==> src/rtl/fetch_decode_unit.sv <==
// Fetch/decode front end: program counter, instruction register and instruction-type decode.
// Optional macro FETCH_BRANCH_EN enables Bcond/Jcond target evaluation; otherwise the PC only increments.
module fetch_decode_unit #(
    parameter int unsigned       ADDR_W   = 16,
    parameter logic [ADDR_W-1:0] RESET_PC = '0
) (
    input  logic              clk,
    input  logic              reset,
    input  logic              pc_en,
    input  logic              ir_en,
    input  logic [15:0]       mem_rdata,
    input  logic [4:0]        flags,
    input  logic [15:0]       jtarget,
    output logic [ADDR_W-1:0] pc,
    output logic [15:0]       ir,
    output logic [1:0]        instr_type,
    output logic [3:0]        rdest,
    output logic [3:0]        rsrc,
    output logic [15:0]       imm,
    output logic              imm_sel,
    output logic              branch_taken,
    output logic [15:0]       instr_count
);

    logic              valid;
    logic [3:0]        op;
    logic [3:0]        ext;
    logic [ADDR_W-1:0] pc_next;
    logic              take;

    assign op    = ir[15:12];
    assign ext   = ir[7:4];
    assign rdest = ir[11:8];
    assign rsrc  = ir[3:0];

    // An unloaded IR reports "other" so the control FSM returns to fetch.
    always_comb begin
        instr_type = 2'b00;
        if (!valid) begin
            instr_type = 2'b11;
        end else if (op == 4'b0100) begin
            case (ext)
                4'b0000: instr_type = 2'b10;
                4'b0100: instr_type = 2'b01;
                default: instr_type = 2'b11;
            endcase
        end else if (op == 4'b1100) begin
            instr_type = 2'b11;
        end
    end

    always_comb begin
        case (op)
            4'b0001, 4'b0010, 4'b0011: imm = {8'h00, ir[7:0]};
            4'b1111:                   imm = {ir[7:0], 8'h00};
            default:                   imm = {{8{ir[7]}}, ir[7:0]};
        endcase
    end

    assign imm_sel = !(op inside {4'b0000, 4'b0100, 4'b1000, 4'b1100});

`ifdef FETCH_BRANCH_EN
    logic        cond_true;
    logic [15:0] br_off;

    // flags = {Z,C,F,L,N}
    always_comb begin
        case (ir[11:8])
            4'b0000: cond_true =  flags[4];
            4'b0001: cond_true = !flags[4];
            4'b0010: cond_true =  flags[3];
            4'b0011: cond_true = !flags[3];
            4'b0100: cond_true =  flags[1];
            4'b0101: cond_true = !flags[1];
            4'b0110: cond_true =  flags[0];
            4'b0111: cond_true = !flags[0];
            4'b1000: cond_true =  flags[2];
            4'b1001: cond_true = !flags[2];
            4'b1110: cond_true = 1'b1;
            default: cond_true = 1'b0;
        endcase
    end

    assign br_off = {{8{ir[7]}}, ir[7:0]};

    always_comb begin
        take    = 1'b0;
        pc_next = pc + ADDR_W'(1);
        if (valid && cond_true) begin
            if (op == 4'b1100) begin
                take    = 1'b1;
                pc_next = pc + br_off[ADDR_W-1:0];
            end else if (op == 4'b0100 && ext == 4'b1100) begin
                take    = 1'b1;
                pc_next = jtarget[ADDR_W-1:0];
            end
        end
    end
`else
    logic unused_branch_inputs;
    assign unused_branch_inputs = ^{flags, jtarget};
    assign take                 = 1'b0;
    assign pc_next              = pc + ADDR_W'(1);
`endif

    always_ff @(posedge clk) begin
        if (reset) begin
            pc           <= RESET_PC;
            ir           <= '0;
            valid        <= 1'b0;
            branch_taken <= 1'b0;
            instr_count  <= '0;
        end else begin
            branch_taken <= pc_en && take;
            if (pc_en) begin
                pc          <= pc_next;
                instr_count <= instr_count + 16'd1;
            end
            if (ir_en) begin
                ir    <= mem_rdata;
                valid <= 1'b1;
            end
        end
    end

endmodule

==> config.mk <==
export PLATFORM = sky130hd
export DESIGN_NAME = fetch_decode_unit
export DESIGN_NICKNAME = d
export VERILOG_FILES = /design/src/rtl/fetch_decode_unit.sv
export SDC_FILE = /design/constraint.sdc
export NUM_CORES = 1
export LEC_CHECK = 0
export ABC_AREA = 0
export BUFFER_PORTS_ARGS = -buffer_cell sky130_fd_sc_hd__buf_2
export CAP_MARGIN = 10
export CORE_ASPECT_RATIO = 1.4
export CORE_MARGIN = 2
export CORE_UTILIZATION = 42
export CTS_BUF_LIST = sky130_fd_sc_hd__clkbuf_8
export DETAILED_ROUTE_END_ITERATION = 6
export PLACE_DENSITY = 0.78
export SLEW_MARGIN = 20
export SYNTH_ARGS = -nofsm -noshare
export SYNTH_HDL_FRONTEND = slang
export SYNTH_SLANG_ARGS = --single-unit
==> constraint.sdc <==
create_clock -name clk -period 1.36 [get_ports clk]
set_input_delay 0.068 -clock clk [delete_from_list [all_inputs] [get_ports clk]]
set_output_delay 0.068 -clock clk [all_outputs]
set_load 0.01 [all_outputs]
# Word level (Yosys, flattened, before mapping)
# Index checks and enable logic that the tools add are counted.
[totals]
elab_cells = 24
inputBits = 41
reg_bits = 49
[classes]
n_reduce_logical = 5
n_addsub = 2
eq_ne = 8
muxes = 5
[op_table]
columns = ["op", "n"]
rows = [
  ["$add A16 B1 Y16 const B", 2],
  ["$pmux W16 S2", 1],
  ["$eq A4 B4 Y1 const B", 3],
  ["$eq A4 B2 Y1 const B", 2],
  ["$eq A4 B3 Y1 const B", 2],
  ["$logic_not A4 Y1", 2],
  ["$mux W2", 3],
  ["$eq A4 B1 Y1 const B", 1],
  ["$pmux W2 S2", 1],
  ["$reduce_bool A4 Y1", 1],
  ["$reduce_or A3 Y1", 1],
  ["$logic_not A1 Y1", 1],
]

# Logic depth before layout (Yosys ltp)
[logic_depth]
word_depth = 4
mapped_depth = 5
mapped_depth_nobuf = 5

# Least setup slack after synthesis
# OpenSTA, ideal clock, no wires.
[synth_path]
path_kind = "reg-to-reg"
startpoint = "register pc[0]"
endpoint = "register pc[6]"
path_stages_with_launch = 5
arrival_time_ns = 1.376
setup_ns = 0.070
setup_slack_ns = -0.087
synth_period_minus_slack_ns = 1.447
n_path_buf = 0
cell_sequence = "dfxtp_1 -> ha_1 -> nand2_1 -> or3_2 -> a21oi_1"
[synth_between]
elab_chain_len = 1
[synth_lines]
columns = ["element", "line", "rtl"]
rows = [
  ["from (decl)", "14", "output logic [ADDR_W-1:0] pc,"],
  ["from (signal assigned)", "116", "pc <= pc_next;"],
  ["$add A16 B1 Y16", "103", "assign pc_next = pc + ADDR_W'(1);"],
]
# Every way passes these cells.
# A chain may end at the register's enable or synchronous reset.

# Worst setup path in the final report
[layout_path]
startpoint = "register ir[4]"
endpoint = "output port instr_type[1]"
[layout_between]
elab_chain_len = 4
[layout_lines]
columns = ["element", "line", "rtl"]
rows = [
  ["from (decl)", "15", "output logic [15:0] ir,"],
  ["from (signal assigned)", "120", "ir <= mem_rdata;"],
  ["$eq A4 B3 Y1 / $logic_not A4 Y1 (equally long branches)", "42", "case (ext)"],
  ["$pmux W2 S2 (*)", "42", ""],
  ["$mux W2 (*)", "41", "end else if (op == 4'b0100) begin"],
  ["$mux W2 (*)", "39", "if (!valid) begin"],
  ["to (decl)", "16", "output logic [1:0] instr_type,"],
]
# Mark *: on every way between the ends. The rest lies on a longest branch, timed or not.

==> impl_metrics.prom <==
# TYPE chip_impl_metric gauge
chip_impl_info{name="outcome",value="finished, violations left"} 1
chip_impl_info{name="violations_in_the_final_reports",value="setup timing"} 1
chip_impl_metric{name="fin_util",unit=""} 0.636
chip_impl_metric{name="wl",unit="mm"} 5.99
chip_impl_info{name="setup.worst_path.start",value="ir[4]$_SDFFE_PP0P_"} 1
chip_impl_metric{name="synth_xor_area_frac",unit=""} 0.0910
chip_impl_metric{name="placement.cell_area",unit="um2"} 3050
chip_impl_metric{name="tritoncts.num_buffers",unit=""} 5
chip_impl_metric{name="ys_seq_area_frac",unit=""} 0.424
chip_impl_metric{name="grt_use_total",unit=""} 0.188
chip_impl_info{name="endpoint_kind",value="primary output"} 1
chip_impl_info{name="cp-endpoint",value="instr_type[1]"} 1
chip_impl_metric{name="dieArea",unit="um2"} 6120
chip_impl_metric{name="power_density",unit="nW/um2"} 835
chip_impl_metric{name="initial_utilization",unit=""} 0.428
chip_impl_metric{name="vias_in_the_first_global_route",unit=""} 2058
chip_impl_metric{name="die_x",unit="um"} 66.7
chip_impl_metric{name="synth_fa_ha_area_frac",unit=""} 0.0108
chip_impl_metric{name="netlist_area",unit="um2"} 2310
chip_impl_metric{name="timing.final.max_slew_violations",unit=""} 0
chip_impl_metric{name="drt-wirelength-per-cell",unit="um"} 13.1
chip_impl_metric{name="r2r_setup_slack",unit="ps"} 50
chip_impl_info{name="largest_family_of_logic_cells_by_synthesized_area",value="simple AND/OR/NAND/NOR gates"} 1
chip_impl_metric{name="clk-insertion-delay-late",unit="ps"} 300
chip_impl_metric{name="clock_period_minus_final_worst_setup_slack",unit="ps"} 1590
chip_impl_metric{name="die_h",unit="um"} 91.8
chip_impl_metric{name="synth_warnings",unit=""} 0
chip_impl_metric{name="rows",unit=""} 32
chip_impl_metric{name="layout-drive-gt1-share",unit=""} 0.531
chip_impl_metric{name="fin_ws",unit="ps"} -232
chip_impl_metric{name="finalHoldViolations",unit=""} 0
chip_impl_metric{name="vias",unit=""} 2221
chip_impl_metric{name="syn-num-nets",unit=""} 302
chip_impl_metric{name="detailedRoute.firstPassIterationCount",unit=""} 4
chip_impl_metric{name="finalClockSkew",unit="ps"} 7.17
chip_impl_metric{name="port_buffers",unit=""} 94
chip_impl_metric{name="holdBufCountCts",unit=""} 0
chip_impl_metric{name="gpl.final_weighted_congestion",unit=""} 0.811
chip_impl_info{name="critPathKind",value="reg -> out"} 1
chip_impl_info{name="yosysMostFrequentCell",value="sky130_fd_sc_hd__nor2_1"} 1
chip_impl_metric{name="postSynthCellCount",unit=""} 259
chip_impl_metric{name="post-synth-top-area-fraction",unit=""} 0.424
chip_impl_metric{name="post_drt_via_cell_ratio",unit=""} 4.87
chip_impl_metric{name="synthDistinctLibCells",unit=""} 37
chip_impl_info{name="synth_top_cells_by_area",value="sky130_fd_sc_hd__dfxtp_1, sky130_fd_sc_hd__nor2_1, sky130_fd_sc_hd__mux2i_1, sky130_fd_sc_hd__xnor2_1, sky130_fd_sc_hd__nand2_1"} 1
chip_impl_metric{name="grt_remaining_overflow",unit=""} 0
chip_impl_info{name="worst_min_delay_path_class",value="in -> reg"} 1
chip_impl_info{name="cts_root_buffer",value="sky130_fd_sc_hd__clkbuf_8"} 1
chip_impl_metric{name="clock_transition_time_at_the_flip_flop_clock_pins_of_the_worst_setup_and_hold_paths",unit="ps"} 90
chip_impl_info{name="yosys-top-cells-count",value="sky130_fd_sc_hd__nor2_1, sky130_fd_sc_hd__dfxtp_1, sky130_fd_sc_hd__nand2_1"} 1
chip_impl_metric{name="synth-edff-count",unit=""} 0
chip_impl_metric{name="report.final.setup_viol",unit=""} 9
chip_impl_metric{name="grt_first_pass_wirelength",unit="mm"} 9.12
chip_impl_metric{name="antenna-diode-count",unit=""} 0
chip_impl_info{name="setup_repair_after_global_routing_missed_its_margin",value="true"} 1
chip_impl_metric{name="asyncSetResetFlopFracSynth",unit=""} 0
chip_impl_metric{name="synth_area_per_cell",unit="um2"} 8.92
chip_impl_metric{name="synthMuxAreaShare",unit=""} 0.0877
chip_impl_metric{name="grt_start_max_net_pins",unit=""} 24
chip_impl_metric{name="dpl.hpwl",unit="mm"} 4.24
chip_impl_metric{name="crit_path_max_fanout",unit=""} 2
chip_impl_info{name="synthFlopType",value="sky130_fd_sc_hd__dfxtp_1"} 1
chip_impl_metric{name="worst-endpoint-arrival",unit="ps"} 1520
chip_impl_metric{name="clock-sinks",unit=""} 49
chip_impl_metric{name="clock.fmax",unit="MHz"} 628
chip_impl_metric{name="timing.max_cap.violations",unit=""} 0
chip_impl_metric{name="synth_compound_area_frac",unit=""} 0.0352
chip_impl_metric{name="cts_max_path_buffers",unit=""} 2
chip_impl_metric{name="power.ir.vdd_worst",unit="mV"} 0.731
chip_impl_metric{name="drt_iter0_drc",unit=""} 82
chip_impl_info{name="synth_area_leader_cell",value="sky130_fd_sc_hd__dfxtp_1"} 1
chip_impl_metric{name="nNetsFinal",unit=""} 430
chip_impl_metric{name="share_of_synthesized_cell_area_in_and_or_nand_and_nor_gates",unit=""} 0.288
chip_impl_metric{name="initial_antenna_violation_count",unit=""} 0
chip_impl_metric{name="worst-r2r-cell-count",unit=""} 4
chip_impl_metric{name="min_period_over_period",unit=""} 1.17
chip_impl_metric{name="final_design_area_no_fill",unit="um2"} 3440
chip_impl_metric{name="antenna_violating_nets_post_route",unit=""} 0
chip_impl_metric{name="syn_to_final_growth",unit="%"} 48.8
chip_impl_info{name="startpoint_type",value="flip-flop"} 1
chip_impl_info{name="tritoncts",value="built"} 1
chip_impl_metric{name="io-pin-count",unit=""} 117
chip_impl_metric{name="yosys_register_bits",unit=""} 49
chip_impl_metric{name="ctsHtreeMaxLevel",unit=""} 2
chip_impl_info{name="regToRegStartpoint",value="pc[3]$_SDFFE_PP0P_"} 1
chip_impl_metric{name="leakagePower",unit="uW"} 0.00170
chip_impl_metric{name="design.core.area",unit="um2"} 5410
chip_impl_metric{name="route.detailed.drc",unit=""} 0
chip_impl_info{name="worstReg2RegEnd",value="pc[5]$_SDFFE_PP0P_"} 1
chip_impl_metric{name="worstPathRequired",unit="ps"} 1290
## worst max-delay path: stages (launching register included)
cell	delay [ps]
sky130_fd_sc_hd__dfxtp_1	320
sky130_fd_sc_hd__or4_4	540
sky130_fd_sc_hd__o211ai_1	170
sky130_fd_sc_hd__nand2_1	70
sky130_fd_sc_hd__buf_2	130
## worst min-delay path by stage
| stage | startpoint | end | slack (ps) | cells past startpoint |
|---|---|---|---|---|
| 2_1_floorplan | mem_rdata[0] | ir[0]$_SDFFE_PP0P_ | 220 | 2 |
| 3_3_place_gp | mem_rdata[7] | ir[7]$_SDFFE_PP0P_ | 300 | 3 |
| 3_5_place_dp | mem_rdata[3] | ir[3]$_SDFFE_PP0P_ | 310 | 3 |
| 4_1_cts | mem_rdata[14] | ir[14]$_SDFFE_PP0P_ | 0.3 | 3 |
| 5_1_grt | mem_rdata[3] | ir[3]$_SDFFE_PP0P_ | 10 | 3 |
| 6_report | mem_rdata[13] | ir[13]$_SDFFE_PP0P_ | 6 | 3 |
## metal layers
layer,share of wire,global-route usage
met1,0.39,0.207
met2,0.55,0.352
met3,0.041,0.0307
met4,0.015,0.0646
met5,0,0
## timing repair
item                                   4_1_cts  5_1_grt
resized for setup                           15       42
pin swaps                                    5        8
gates cloned                                 0        1
endpoints found under the hold margin        0        0
setup endpoints to repair                   20       31
buffers inserted                             5        3
## final cells by class
type	count	area (um2)
clock buffer	7	96.3
clock inverter	1	5.00
fill	460	1970
inverter	6	22.5
multi-input combinational	185	1330
sequential	49	1010
tap	68	85.1
timing repair buffer	140	892
## cell families (layout without fill, tap and decap cells)
| group | count (synthesis) | in the layout |
|---|---|---|
| AO/OA/AOI/OAI | 13 | 13 |
| XOR/XNOR | 24 | 24 |
| adder cells (fa/ha/maj) | 2 | 2 |
| buffers and inverters | 25 | 154 |
| flip-flops | 49 | 49 |
| multiplexers | 20 | 20 |
| other | 1 | 1 |
| AND/OR/NAND/NOR | 125 | 125 |
## state kept, by name, indices dropped and copies added (netlist names)
name and count:
ir 16, valid 1, pc 16, instr_count 16
## through the flow
stage	power, uW	worst slack (ps)	cells	hold WS (ps)	TNS (ps)
2_1_floorplan	1760	6.55	259	215	0
3_3_place_gp	1920	9.65	440	299	0
3_5_place_dp	1930	-76.5	440	313	-105
4_1_cts	2880	-244	452	0.260	-1010
5_1_grt	2990	-297	456	14.5	-1920
6_report	2870	-232	456	6.30	-1060
## power breakdown
part	switching, uW	total, uW	internal [uW]
clock network	468	929	460
logic	218	426	209
registers	37.2	1520	1480
## layout by cell type (no fill, tap or decap), types with 2 or more instances in the layout
cell,instances
sky130_fd_sc_hd__nor3_2,3
sky130_fd_sc_hd__nor2_1,48
sky130_fd_sc_hd__buf_2,89
sky130_fd_sc_hd__inv_1,6
sky130_fd_sc_hd__mux2i_1,18
sky130_fd_sc_hd__and2_1,6
sky130_fd_sc_hd__nand2_1,18
sky130_fd_sc_hd__buf_6,9
sky130_fd_sc_hd__clkbuf_8,7
sky130_fd_sc_hd__dfxtp_2,19
sky130_fd_sc_hd__nor4_4,2
sky130_fd_sc_hd__buf_4,40
sky130_fd_sc_hd__nand4_4,3
sky130_fd_sc_hd__dfxtp_1,29
sky130_fd_sc_hd__xnor2_1,17
sky130_fd_sc_hd__nor3_4,2
sky130_fd_sc_hd__a21oi_1,2
sky130_fd_sc_hd__nand4_1,10
sky130_fd_sc_hd__o21ai_0,4
sky130_fd_sc_hd__xor2_1,7
sky130_fd_sc_hd__nand2_2,6
sky130_fd_sc_hd__o211ai_1,2
sky130_fd_sc_hd__or3_1,2
sky130_fd_sc_hd__nor4_2,5
sky130_fd_sc_hd__nor3_1,2
sky130_fd_sc_hd__a21oi_2,2
sky130_fd_sc_hd__nand3_1,4
sky130_fd_sc_hd__nor2b_1,2
Power figures use the tool's default switching activity.
